File: config.mk
export PLATFORM = sky130hd
export DESIGN_NAME = scan_seq_ctrl_flat
export DESIGN_NICKNAME = d
export VERILOG_FILES = /design/src/rtl/scan_ctrl_pkg.sv /design/src/rtl/scan_seq_ctrl_if.sv /design/src/rtl/scan_shifter.sv /design/src/rtl/scan_seq_ctrl.sv /design/src/flat_wrapper.sv
export SDC_FILE = /design/constraint.sdc
export NUM_CORES = 1
export LEC_CHECK = 0
export BUFFER_PORTS_ARGS = -buffer_cell sky130_fd_sc_hd__buf_2
export CAP_MARGIN = 20
export CORE_MARGIN = 2
export CORE_UTILIZATION = 57
export DETAILED_ROUTE_END_ITERATION = 10
export GPL_TIMING_DRIVEN = 0
export PLACE_DENSITY_LB_ADDON = 0.12
export SYNTH_ARGS = -nofsm -noshare
export SYNTH_HDL_FRONTEND = slang
export SYNTH_SLANG_ARGS = --single-unit
File: constraint.sdc
create_clock -name clock -period 3.7 [get_ports clock]
set_input_delay 0.74 -clock clock [delete_from_list [all_inputs] [get_ports clock]]
set_output_delay 0.74 -clock clock [all_outputs]
set_load 0.01 [all_outputs]
File: src/rtl/scan_ctrl_pkg.sv
// Shared types and constants for the scan sequencer: FSM state encoding,
// detector hit code and field widths.
package scan_ctrl_pkg;

    localparam int DATA_W = 8;
    localparam int CNT_W  = 4;
    localparam int IDX_W  = 3;

    localparam logic [1:0] HIT_STATE = 2'b11;

    typedef enum logic [2:0] {
        ST_IDLE  = 3'd0,
        ST_LOAD  = 3'd1,
        ST_SHIFT = 3'd2,
        ST_DRAIN = 3'd3,
        ST_DONE  = 3'd4
    } scan_state_e;

    // A requested length of 0 or anything beyond the data width means a full byte.
    function automatic logic [CNT_W-1:0] eff_len(input logic [CNT_W-1:0] req_len);
        if (req_len == '0 || req_len > CNT_W'(DATA_W)) begin
            return CNT_W'(DATA_W);
        end
        return req_len;
    endfunction

endpackage

File: src/rtl/scan_seq_ctrl_if.sv
// Signal bundle between the scan sequencer (slave) and its driver/detector
// environment (master).
interface scan_seq_ctrl_if;
    import scan_ctrl_pkg::*;

    // ser_valid qualifies ser_out: while ser_valid=1 the detector must consume
    // ser_out on the next rising edge; there is no ready, the detector never stalls.
    logic                start;
    logic [DATA_W-1:0]   data_in;
    logic [CNT_W-1:0]    len;
    logic [1:0]          det_state;
    logic                ser_out;
    logic                ser_valid;
    logic                det_rst_n;
    logic                busy;
    logic                done;
    logic [CNT_W-1:0]    hit_count;
    logic [IDX_W-1:0]    first_hit_idx;
    logic                hit_seen;
    scan_state_e         dbg_state;

    modport master (
        output start, data_in, len, det_state,
        input  ser_out, ser_valid, det_rst_n, busy, done,
               hit_count, first_hit_idx, hit_seen, dbg_state
    );

    modport slave (
        input  start, data_in, len, det_state,
        output ser_out, ser_valid, det_rst_n, busy, done,
               hit_count, first_hit_idx, hit_seen, dbg_state
    );

endinterface

File: src/rtl/scan_shifter.sv
// Load/shift register and bit counter for the scan sequencer; flags the
// final bit of the captured length.
module scan_shifter
    import scan_ctrl_pkg::*;
(
    input  logic              clock,
    input  logic              reset,
    input  logic              load,
    input  logic              shift,
    input  logic [DATA_W-1:0] data_in,
    input  logic [CNT_W-1:0]  len_eff,
    output logic              ser_bit,
    output logic [IDX_W-1:0]  bit_idx,
    output logic              last
);

    logic [DATA_W-1:0] sr;
    logic [CNT_W-1:0]  len_q;
    logic [IDX_W-1:0]  cnt;

    always_ff @(posedge clock or negedge reset) begin
        if (!reset) begin
            sr    <= '0;
            len_q <= CNT_W'(DATA_W);
            cnt   <= '0;
        end else if (load) begin
            sr    <= data_in;
            len_q <= len_eff;
            cnt   <= '0;
        end else if (shift) begin
            sr    <= {1'b0, sr[DATA_W-1:1]};
            cnt   <= cnt + IDX_W'(1);
        end
    end

    assign ser_bit = sr[0];
    // After a full byte the counter wraps to 0, so bit_idx-1 still names bit 7.
    assign bit_idx = cnt;
    assign last    = (CNT_W'(cnt) == (len_q - CNT_W'(1)));

endmodule

File: src/rtl/scan_seq_ctrl.sv
// Scan sequencer: serialises a byte into a downstream Moore detector and
// counts detector entries into HIT_STATE. Optional abort input under SCAN_ABORT_EN.
module scan_seq_ctrl
    import scan_ctrl_pkg::*;
(
    input  logic           clock,
    input  logic           reset,
`ifdef SCAN_ABORT_EN
    input  logic           abort,
`endif
    scan_seq_ctrl_if.slave bus
);

    scan_state_e       state, state_next;
    logic              abort_req;
    logic              load, shift, last, ser_bit;
    logic [IDX_W-1:0]  bit_idx, sample_idx;
    logic              sample_en;
    logic [1:0]        prev_state;
    logic [CNT_W-1:0]  hit_count_q;
    logic [IDX_W-1:0]  first_hit_idx_q;
    logic              hit_seen_q;
    logic              det_rst_n_q;

`ifdef SCAN_ABORT_EN
    assign abort_req = abort;
`else
    assign abort_req = 1'b0;
`endif

    assign load  = (state == ST_IDLE) && bus.start;
    assign shift = (state == ST_SHIFT);

    scan_shifter u_shifter (
        .clock   (clock),
        .reset   (reset),
        .load    (load),
        .shift   (shift),
        .data_in (bus.data_in),
        .len_eff (eff_len(bus.len)),
        .ser_bit (ser_bit),
        .bit_idx (bit_idx),
        .last    (last)
    );

    always_ff @(posedge clock or negedge reset) begin
        if (!reset) state <= ST_IDLE;
        else        state <= state_next;
    end

    always_comb begin
        state_next = state;
        unique case (state)
            ST_IDLE:  if (bus.start) state_next = ST_LOAD;
            ST_LOAD:  state_next = ST_SHIFT;
            ST_SHIFT: if (last) state_next = ST_DRAIN;
            ST_DRAIN: state_next = ST_DONE;
            ST_DONE:  state_next = ST_IDLE;
            default:  state_next = ST_IDLE;
        endcase
        if (abort_req && (state == ST_LOAD || state == ST_SHIFT || state == ST_DRAIN)) begin
            state_next = ST_DONE;
        end
    end

    // The detector is registered, so what we see now reflects the previous bit.
    assign sample_en  = (state == ST_SHIFT && bit_idx != '0) || (state == ST_DRAIN);
    assign sample_idx = bit_idx - IDX_W'(1);

    always_ff @(posedge clock or negedge reset) begin
        if (!reset) begin
            det_rst_n_q     <= 1'b1;
            prev_state      <= 2'b00;
            hit_count_q     <= '0;
            first_hit_idx_q <= '0;
            hit_seen_q      <= 1'b0;
        end else begin
            det_rst_n_q <= (state_next != ST_LOAD);
            if (state == ST_LOAD) begin
                prev_state      <= 2'b00;
                hit_count_q     <= '0;
                first_hit_idx_q <= '0;
                hit_seen_q      <= 1'b0;
            end else if (sample_en) begin
                prev_state <= bus.det_state;
                if (bus.det_state == HIT_STATE && prev_state != HIT_STATE) begin
                    if (hit_count_q != '1) hit_count_q <= hit_count_q + CNT_W'(1);
                    if (!hit_seen_q) begin
                        first_hit_idx_q <= sample_idx;
                        hit_seen_q      <= 1'b1;
                    end
                end
            end
        end
    end

    assign bus.ser_valid     = (state == ST_SHIFT);
    assign bus.ser_out       = (state == ST_SHIFT) && ser_bit;
    assign bus.det_rst_n     = det_rst_n_q;
    assign bus.busy          = (state != ST_IDLE);
    assign bus.done          = (state == ST_DONE);
    assign bus.hit_count     = hit_count_q;
    assign bus.first_hit_idx = first_hit_idx_q;
    assign bus.hit_seen      = hit_seen_q;
    assign bus.dbg_state     = state;

endmodule

File: src/flat_wrapper.sv
// flat-port wrapper written by rule: the top's interface ports become plain ports
module scan_seq_ctrl_flat import scan_ctrl_pkg::*;
  (clock, reset, bus_start, bus_data_in, bus_len, bus_det_state, bus_ser_out, bus_ser_valid, bus_det_rst_n, bus_busy, bus_done, bus_hit_count, bus_first_hit_idx, bus_hit_seen, bus_dbg_state);
  scan_seq_ctrl_if bus_i ();
  input  logic clock;
  input  logic reset;
  input wire logic [$bits(bus_i.start)-1:0] bus_start;
  input wire logic [$bits(bus_i.data_in)-1:0] bus_data_in;
  input wire logic [$bits(bus_i.len)-1:0] bus_len;
  input wire logic [$bits(bus_i.det_state)-1:0] bus_det_state;
  output wire logic [$bits(bus_i.ser_out)-1:0] bus_ser_out;
  output wire logic [$bits(bus_i.ser_valid)-1:0] bus_ser_valid;
  output wire logic [$bits(bus_i.det_rst_n)-1:0] bus_det_rst_n;
  output wire logic [$bits(bus_i.busy)-1:0] bus_busy;
  output wire logic [$bits(bus_i.done)-1:0] bus_done;
  output wire logic [$bits(bus_i.hit_count)-1:0] bus_hit_count;
  output wire logic [$bits(bus_i.first_hit_idx)-1:0] bus_first_hit_idx;
  output wire logic [$bits(bus_i.hit_seen)-1:0] bus_hit_seen;
  output wire logic [$bits(bus_i.dbg_state)-1:0] bus_dbg_state;
  assign bus_i.start = bus_start;
  assign bus_i.data_in = bus_data_in;
  assign bus_i.len = bus_len;
  assign bus_i.det_state = bus_det_state;
  assign bus_ser_out = bus_i.ser_out;
  assign bus_ser_valid = bus_i.ser_valid;
  assign bus_det_rst_n = bus_i.det_rst_n;
  assign bus_busy = bus_i.busy;
  assign bus_done = bus_i.done;
  assign bus_hit_count = bus_i.hit_count;
  assign bus_first_hit_idx = bus_i.first_hit_idx;
  assign bus_hit_seen = bus_i.hit_seen;
  assign bus_dbg_state = bus_i.dbg_state;
  scan_seq_ctrl u_core (.clock(clock), .reset(reset), .bus(bus_i));
endmodule
==> results of run 1 <==
## synth_stat cells, types with 3 or more instances
cell type,number,area (um2)
a21oi_1,7,35.0
and2_1,3,18.8
buf_2,3,15.0
clkbuf_1,4,15.0
dfrtp_1,27,676
ha_1,5,62.6
inv_1,7,26.3
mux2i_1,7,70.1
nand2_1,21,78.8
nand3b_1,4,30.0
nor2_1,6,22.5
nor3_1,6,30.0
nor3b_1,5,37.5
nor4_1,3,18.8
o21ai_0,10,50.1
xnor2_1,4,35.0
xor2_1,4,35.0
## cells by family after synthesis
group                      synth area share (%)
buffers and inverters                      3.88
muxes                                      5.61
AOI/OAI and AO/OA                          9.40
xor gates and xnor gates                   4.83
DFF                                        50.2
adders and majority gates                  4.31
and+or+nand+nor                            21.7
## state kept, by name (all words and copies together) (netlist names)
register and flops:
u_core.bus.hit_seen 1, u_core.u_shifter.len_q 4, u_core.u_shifter.bit_idx 3, u_core.bus.det_rst_n 1, u_core.u_shifter.sr 8, u_core.prev_state 2
u_core.bus.dbg_state 3, u_core.bus.first_hit_idx 3, u_core.bus.hit_count 4
## final timing paths
path | to | slack (ns) | depth (start not counted)
max | bus_ser_out | 1.13 | 6
max reg2reg | u_core.bus.hit_count[0] | 1.54 | 6
min in group clock | u_core.u_shifter.len_q[3] | 0.47 | 2
min reg2reg | u_core.u_shifter.len_q[3] | 0.47 | 2
min | u_core.u_shifter.bit_idx[2] | 0.42 | 1
max in group asynchronous | u_core.u_shifter.len_q[0] | 2.86 | 1
## metal layers
layer	global-route usage, %	vias up	wire length, um
met5	0	-	0
met4	8.75	0	51
met3	8.20	9	158
met2	40.2	34	1480
met1	26.0	555	1230
li1	-	593	-
## worst max-delay path: stages, from the launching register on
cell and delay, ns:
dfrtp_1 0.38, clkbuf_1 0.17, nor3b_1 0.19, buf_2 0.24
buf_2 0.26, and2_1 0.14, buf_2 0.12
## cells in the final DEF, fill, tap and decap left out, drive strengths merged
cell type  count
clkbuf        12
and2           3
nor3b          5
a31oi          2
nand2         21
o21ai         11
nor2           6
a21oi          7
buf           35
and3           2
or4            1
dfrtp         27
a221o          1
nand3b         4
o31ai          2
xor2           4
or3b           1
a22o           1
xnor2          4
dfstp          2
and3b          1
ha             5
mux2i          7
inv            7
or3            1
nor4           3
nor3           6
nand4          2
nand3          2
nand2b         2
mux2           1
## stage by stage
stage / utilization [%] / setup slack, ns / power, mW / hold WS [ns] / instances
after floorplan: - / 1.60 / 1.05 / 0.442 / 148
after global placement: 67.1 / 1.50 / 1.22 / 0.454 / 210
after detailed placement: 67.1 / 1.49 / 1.26 / 0.463 / 210
after CTS: 69.1 / 1.11 / 1.44 / 0.437 / 218
after global routing: 69.1 / 0.989 / 1.56 / 0.463 / 218
final: 69.1 / 1.13 / 1.43 / 0.419 / 218
## power groups by stage
| stage | clock, mW | sequential (mW) | combinational (mW) |
|---|---|---|---|
| 2_1_floorplan | 0 | 0.579 | 0.470 |
| 3_3_place_gp | 0 | 0.565 | 0.651 |
| 3_5_place_dp | 0 | 0.576 | 0.683 |
| 4_1_cts | 0.187 | 0.569 | 0.685 |
| 5_1_grt | 0.202 | 0.589 | 0.766 |
| 6_report | 0.184 | 0.571 | 0.675 |
## cell type report
type,count,share of cell area [%]
plain buffers,7,1.77
clock buffers,8,2.88
inverters,7,1.55
multi-input cells,105,39.2
flip-flops and latches,29,42.9
well taps,30,2.21
repair buffers,32,9.44
==> results, run 1 <==
- Clock-pin slew was measured on the worst setup and hold paths at 0.09 ns.
- The leakage power of the design is 0.828 nW.
- The number of nets still failing antenna checks after routing is 0.
- The required time of the critical path is 2.96 ns.
- Dividing total power by cell area gives a power density of 843 mW/mm2.
- The count of clock tree sinks is 29.
- The post-CTS resize count is 0.
- The largest net degree at the start of global routing is 30.
- The aggregate negative setup slack is 0 ns.
- Net switching is 41.6% of the power.
- TritonCTS created 5 clock buffers.
- In this run, synthesis inferred 0 flip-flops with an integrated enable.
- The highest clock frequency the design can meet is 389 MHz.
- Compared with the post-synthesis result, the final layout area differs by 17.0%.
- Fill cells in the final layout number 209.
- The routed via count divided by cell count is 5.46.
- The headroom to the max-slew limit is 41.1%.
- The run finished with clean final reports.
- The average instance in the mapped netlist occupies 9.80 um2.
- The post-route minimum period is 2.57 ns.
- Summing all multi-input logic gate instances after layout gives 666 um2.
- The final-report setup violation count is 0.
- TritonCTS built the clock tree.
- The nature of the critical path startpoint is a flop.
- The worst path uses 69.4% of the clock period.
- The layout cell share with drive strength beyond 1 is 23.4%.
- The worst setup path category is reg -> out.
- Registers take 728 um2.
- The first global-routing pass estimated 4690 um of wire.
- The total overflow left after global routing is 0.
- The floorplan step defined a die boundary enclosing 0.00296 mm2.
- The maximum fanout along the worst path is 10.
- The initial antenna violation count is 0.
- After the first detailed-routing iteration, the DRC count stood at 24.
- The H-tree was split into 2 levels.
- After routing the design area is 0.00170 mm2.
- Yosys printed 0 warnings.
- The post-synthesis async set-or-reset flop share is 100%.
- Routability-driven placement finished with a final weighted congestion of 0.737.
- In this run the horizontal extent of the chip is 54.4 um.
- During I/O placement, the number of pins put on the boundary was 33.
- The floorplan die height is 54.4 um.
- The count of antenna diodes in the layout is 0.
- The count of endpoints failing hold in the final timing report is 0.
- The share of total power dissipated in the clock network is 12.9%.
- The combinational cell fraction of total power is 47.2%.
- Across the VDD grid, the largest voltage drop is 0.000666 V.
- The pre-antenna-repair detailed-routing pass consisted of 4 iterations.
- Among all flip-flop cells after synthesis, the most frequent one is dfrtp_1.
- The synthesized net count is 170.
- Counting distinct cell types in the post-synthesis netlist gives 32.
- The class of the worst hold path is in -> async.
- In the final routed layout, each cell accounts on average for 13.4 um.
- On the final layout, the worst clock skew is 0.00777 ns.
- The root buffer selected by CTS is clkbuf_4.
- The total length of routed wires is 2920 um.
- The number of buffers inserted by post-CTS setup repair is 0.
- The row count is 18.
- The initial utilization of the core area, before any placement, comes to 59.1%.
- The core footprint is 0.00245 mm2.
- The final layout net count is 209.
- In this run the critical register-to-register path is launched from u_core.u_shifter.bit_idx[0].
- Summed over all nets, the half-perimeter wirelength after detailed placement is 2130 um.
- The most critical setup path has its startpoint at u_core.bus.dbg_state[2].
- At the pin with the least slew margin, the transition time is 0.882 ns.
- STA classifies the critical path endpoint as a primary output.
- The post-placement cell area is 0.00165 mm2.
- After detailed routing, the number of remaining DRC violations is 0.
- Counting flops and latches in the post-synthesis netlist gives 29.
- Setup repair after global routing left no endpoint under its margin.
- The sequential group share of total power is 39.9%.
- The detailed-route via count is 1,191.
- The post-synthesis instance area is 0.00145 mm2.
- Max-cap violations in this run came to 0.
- The number of global-route vias before repair is 1,085.
- The number of pins with negative max-slew slack in the final report is 0.
- In the synthesized netlist, the number of instances is 148.
- The cell internal power dissipation is 0.835 mW.
- The signal arrival time at the worst endpoint is 1.83 ns.
- For this run, the total global-route usage over all layers was measured as 23.2%.
- The clock latency at the later pin of the worst-skew pair is 0.33 ns.
- During placement, the flow inserted port buffers numbering 32.
- The number of hold buffers added after CTS was 0.
- The sequential-to-total area share from yosys stat is 50.2%.
- The switching power is 0.596 mW.
- The number of buffers on the longest clock path is 2.
Note: power is estimated with default switching activity, not from simulation.
==> run 2: changes to the inputs <==
CORE_UTILIZATION = 53   (was 57)
clock period = 2.5 ns   (was 3.7 ns; I/O delays follow)
==> run 2 against run 1 <==
Compared with the run above:
- clock-buffer cell count did not move
- largest power group unchanged
- worst hold slack worse by 0.23 ns
- combinational power is 48% higher
- via count shrank 0.67%
- die area up 7.0%
- utilization down 2.1 points
==> results, run 2 (synthesis gave the netlist of run 1 again) <==
- The net count of the finished layout is 209.
- The signal on the critical path passes through clkbuf_1, nor3b_1, buf_2, buf_2, and2_1, buf_2.
- Hold repair after CTS inserted 0 buffers.
- The maximum vdd ir drop is 0.000909 V.
- The placed instances occupy a cell area of 0.00165 mm2.
- The signal arrival time at the worst endpoint is 1.80 ns.
- The cell seen most often among critical-path stages is buf_2.
- The final RePlAce weighted congestion is 0.746.
- The met1 layer usage reported by global route is 23.7%.
- The clock latency at the later pin of the worst-skew pair is 0.33 ns.
- The slew at the pin with the worst max-slew slack is 0.910 ns.
- Based on the critical path, the design can be clocked at up to 434 MHz.
- Of the total power, registers draw 39.2%.
- Of all nets on the critical path, the largest fanout is 10.
- The startpoint of the worst register-to-register path is u_core.u_shifter.bit_idx[0].
- The number of flip-flops in the largest register is 8.
- Setup total negative slack on the finished layout was measured at 0 ns.
- Global routing consumed, on the met2 layer, 31.6% of the routing resources.
- The worst setup path category is reg -> out.
- Clock tree synthesis inserted a total of 5 buffers.
- The number of global-route vias before repair is 1,108.
- Cell internal power was estimated by the tool at 1.26 mW.
- The post-route minimum period is 2.30 ns.
- Global routing used 19.5% of the available tracks.
- The first global-routing pass estimated 4750 um of wire.
- The final worst-path cycle share is 92.2%.
- The count of endpoints failing hold in the final timing report is 0.
- The share of total power dissipated in combinational logic is 46.7%.
- The count of antenna diodes in the layout is 0.
- Detailed placement finished with a half-perimeter wire length of 2030 um.
- Counting both buffers and inverters, the worst setup path holds a total of 4.
- Entering global routing, the biggest net connects 30 pins.
- The largest stage delay on the critical path is 0.38 ns.
- For this design the top-level I/O count stands at 33.
- For the final database, setup skew stands at 0.00583 ns.
- The worst setup path is captured at a primary output.
- Setup repair after global routing left no endpoint under its margin.
- The number of H-tree levels is 2.
- The total length of routed wires is 2750 um.
- The most common cell after layout, fill and taps aside is buf_2.
- The first routing iteration left 27 violations.
- CTS saw 29 sinks.
- More flip-flops sit in one register than any other, and that register is u_core.u_shifter.sr.
- After detailed routing, the number of remaining DRC violations is 0.
- Dividing the detail-routed via count by the number of cells gives 5.43.
- In this run the remaining antenna-violating nets after routing total 0.
- The TritonCTS clock tree is built.
- After global routing the overflow that remains totals 0.
- The number of buffers inserted by post-CTS setup repair is 0.
- In this run, post-CTS repair resized a total of 0 instances.
- The initial antenna violation count is 0.
- The nature of the critical path startpoint is a flop.
- From synthesis to final layout, the design area changed by 17.7%.
- The number of buffers on the longest clock path is 2.
- The initial core utilization is 57.0%.
- The slowest stage of the critical path belongs to the cell dfrtp_1.
- From bottom edge to top edge, the die measures 56.3 um.
- The number of pins with negative max-slew slack in the final report is 0.
- The horizontal extent of the die is 56.3 um.
- The core footprint is 0.00254 mm2.
- The floorplan die area is 0.00317 mm2.
- Net switching is 40.7% of the power.
- Setup violations remaining at the end of the flow were counted as 0.
- The run finished with clean final reports.
- In the layout the commonest cells are buf_2, dfrtp_1, nand2_1.
- The CTS clock-pin slew for the worst setup and hold paths is 0.09 ns.
- For this design the ratio of total power to cell area is 1250 mW/mm2.
- The layout cell share with drive strength beyond 1 is 23.9%.
- The root buffer selected by CTS is clkbuf_4.
- The total chip power is 2.13 mW.
- Summed over all nets, the switching power comes to 0.868 mW.
- Row generation in the floorplan step produced 18 rows.
- In this run the most used layer during global routing was met2.
- The power share of the clock group is 14.0%.
- Input and output buffers added on the ports amount to 32.
- The path class of the tightest hold or removal check is in -> async.
- Tracing the worst setup path back leads to its startpoint at u_core.bus.dbg_state[2].
- The worst pin sits at a relative slew slack of 39.2%.
- The pre-antenna-repair detailed-routing pass consisted of 6 iterations.
- Grouping stages by cell kind, the critical path spends the most delay in buffers and inverters.
- For this block, the via count after detailed routing is 1,183.
- After detailed routing, the average wire length per cell comes to 12.6 um.
- The leakage power of the design is 0.834 nW.
- The finished cells cover 0.00171 mm2.
- The global routing met3 resource utilization is 7.60%.
- Data on the critical path is required at its endpoint by 2.00 ns.
- The max-cap violation count is 0.
run 2: cell count changes in the layout (fill, tap and decap cells not counted):
cell      previous run  this run
clkbuf_1             7         6
clkbuf_8             0         1
run 2: worst paths after layout:
| kind | end | slack [ns] | cells past startpoint |
|---|---|---|---|
| setup / recovery | bus_ser_out | 0.20 | 6 |
| hold reg to reg | u_core.u_shifter.len_q[3] | 0.46 | 2 |
| hold / removal | u_core.u_shifter.bit_idx[2] | 0.19 | 1 |
| max in group asynchronous | u_core.bus.hit_seen | 1.90 | 1 |
| min in group clock | u_core.u_shifter.sr[5] | 0.37 | 3 |
| setup reg to reg | u_core.bus.hit_count[0] | 0.36 | 6 |
run 2: metrics by stage:
step	hold slack, ns	util (%)	setup WS, ns	cells
3_5_place_dp	0.453	64.7	0.396	210
4_1_cts	0.198	67.1	0.159	218
6_report	0.186	67.1	0.196	218
2_1_floorplan	0.204	-	0.623	148
5_1_grt	0.220	67.1	0.0183	218
3_3_place_gp	0.453	64.7	0.450	210
run 2: layout make-up:
cell class	instances	area, um2
multi-input cells	105	666
plain buffers	7	30.0
flip-flops and latches	29	728
clock buffers	8	58.8
repair buffers	32	160
fillers	220	838
inverters	7	26.3
well taps	30	37.5
run 2: routing by layer:
layer  vias up  part of all wire (%)
met5         -                     0
met4         0                   1.7
met3         7                   5.6
met2        30                    50
met1       556                    43
li1        590                     -
run 2: power by group through the flow:
stage,Sequential (mW),Clock (mW),Combinational (mW)
after floorplan,0.857,0,0.695
after global placement,0.836,0,0.970
after detailed placement,0.848,0,1.00
after CTS,0.838,0.309,1.01
after global routing,0.869,0.329,1.14
final,0.836,0.299,0.996
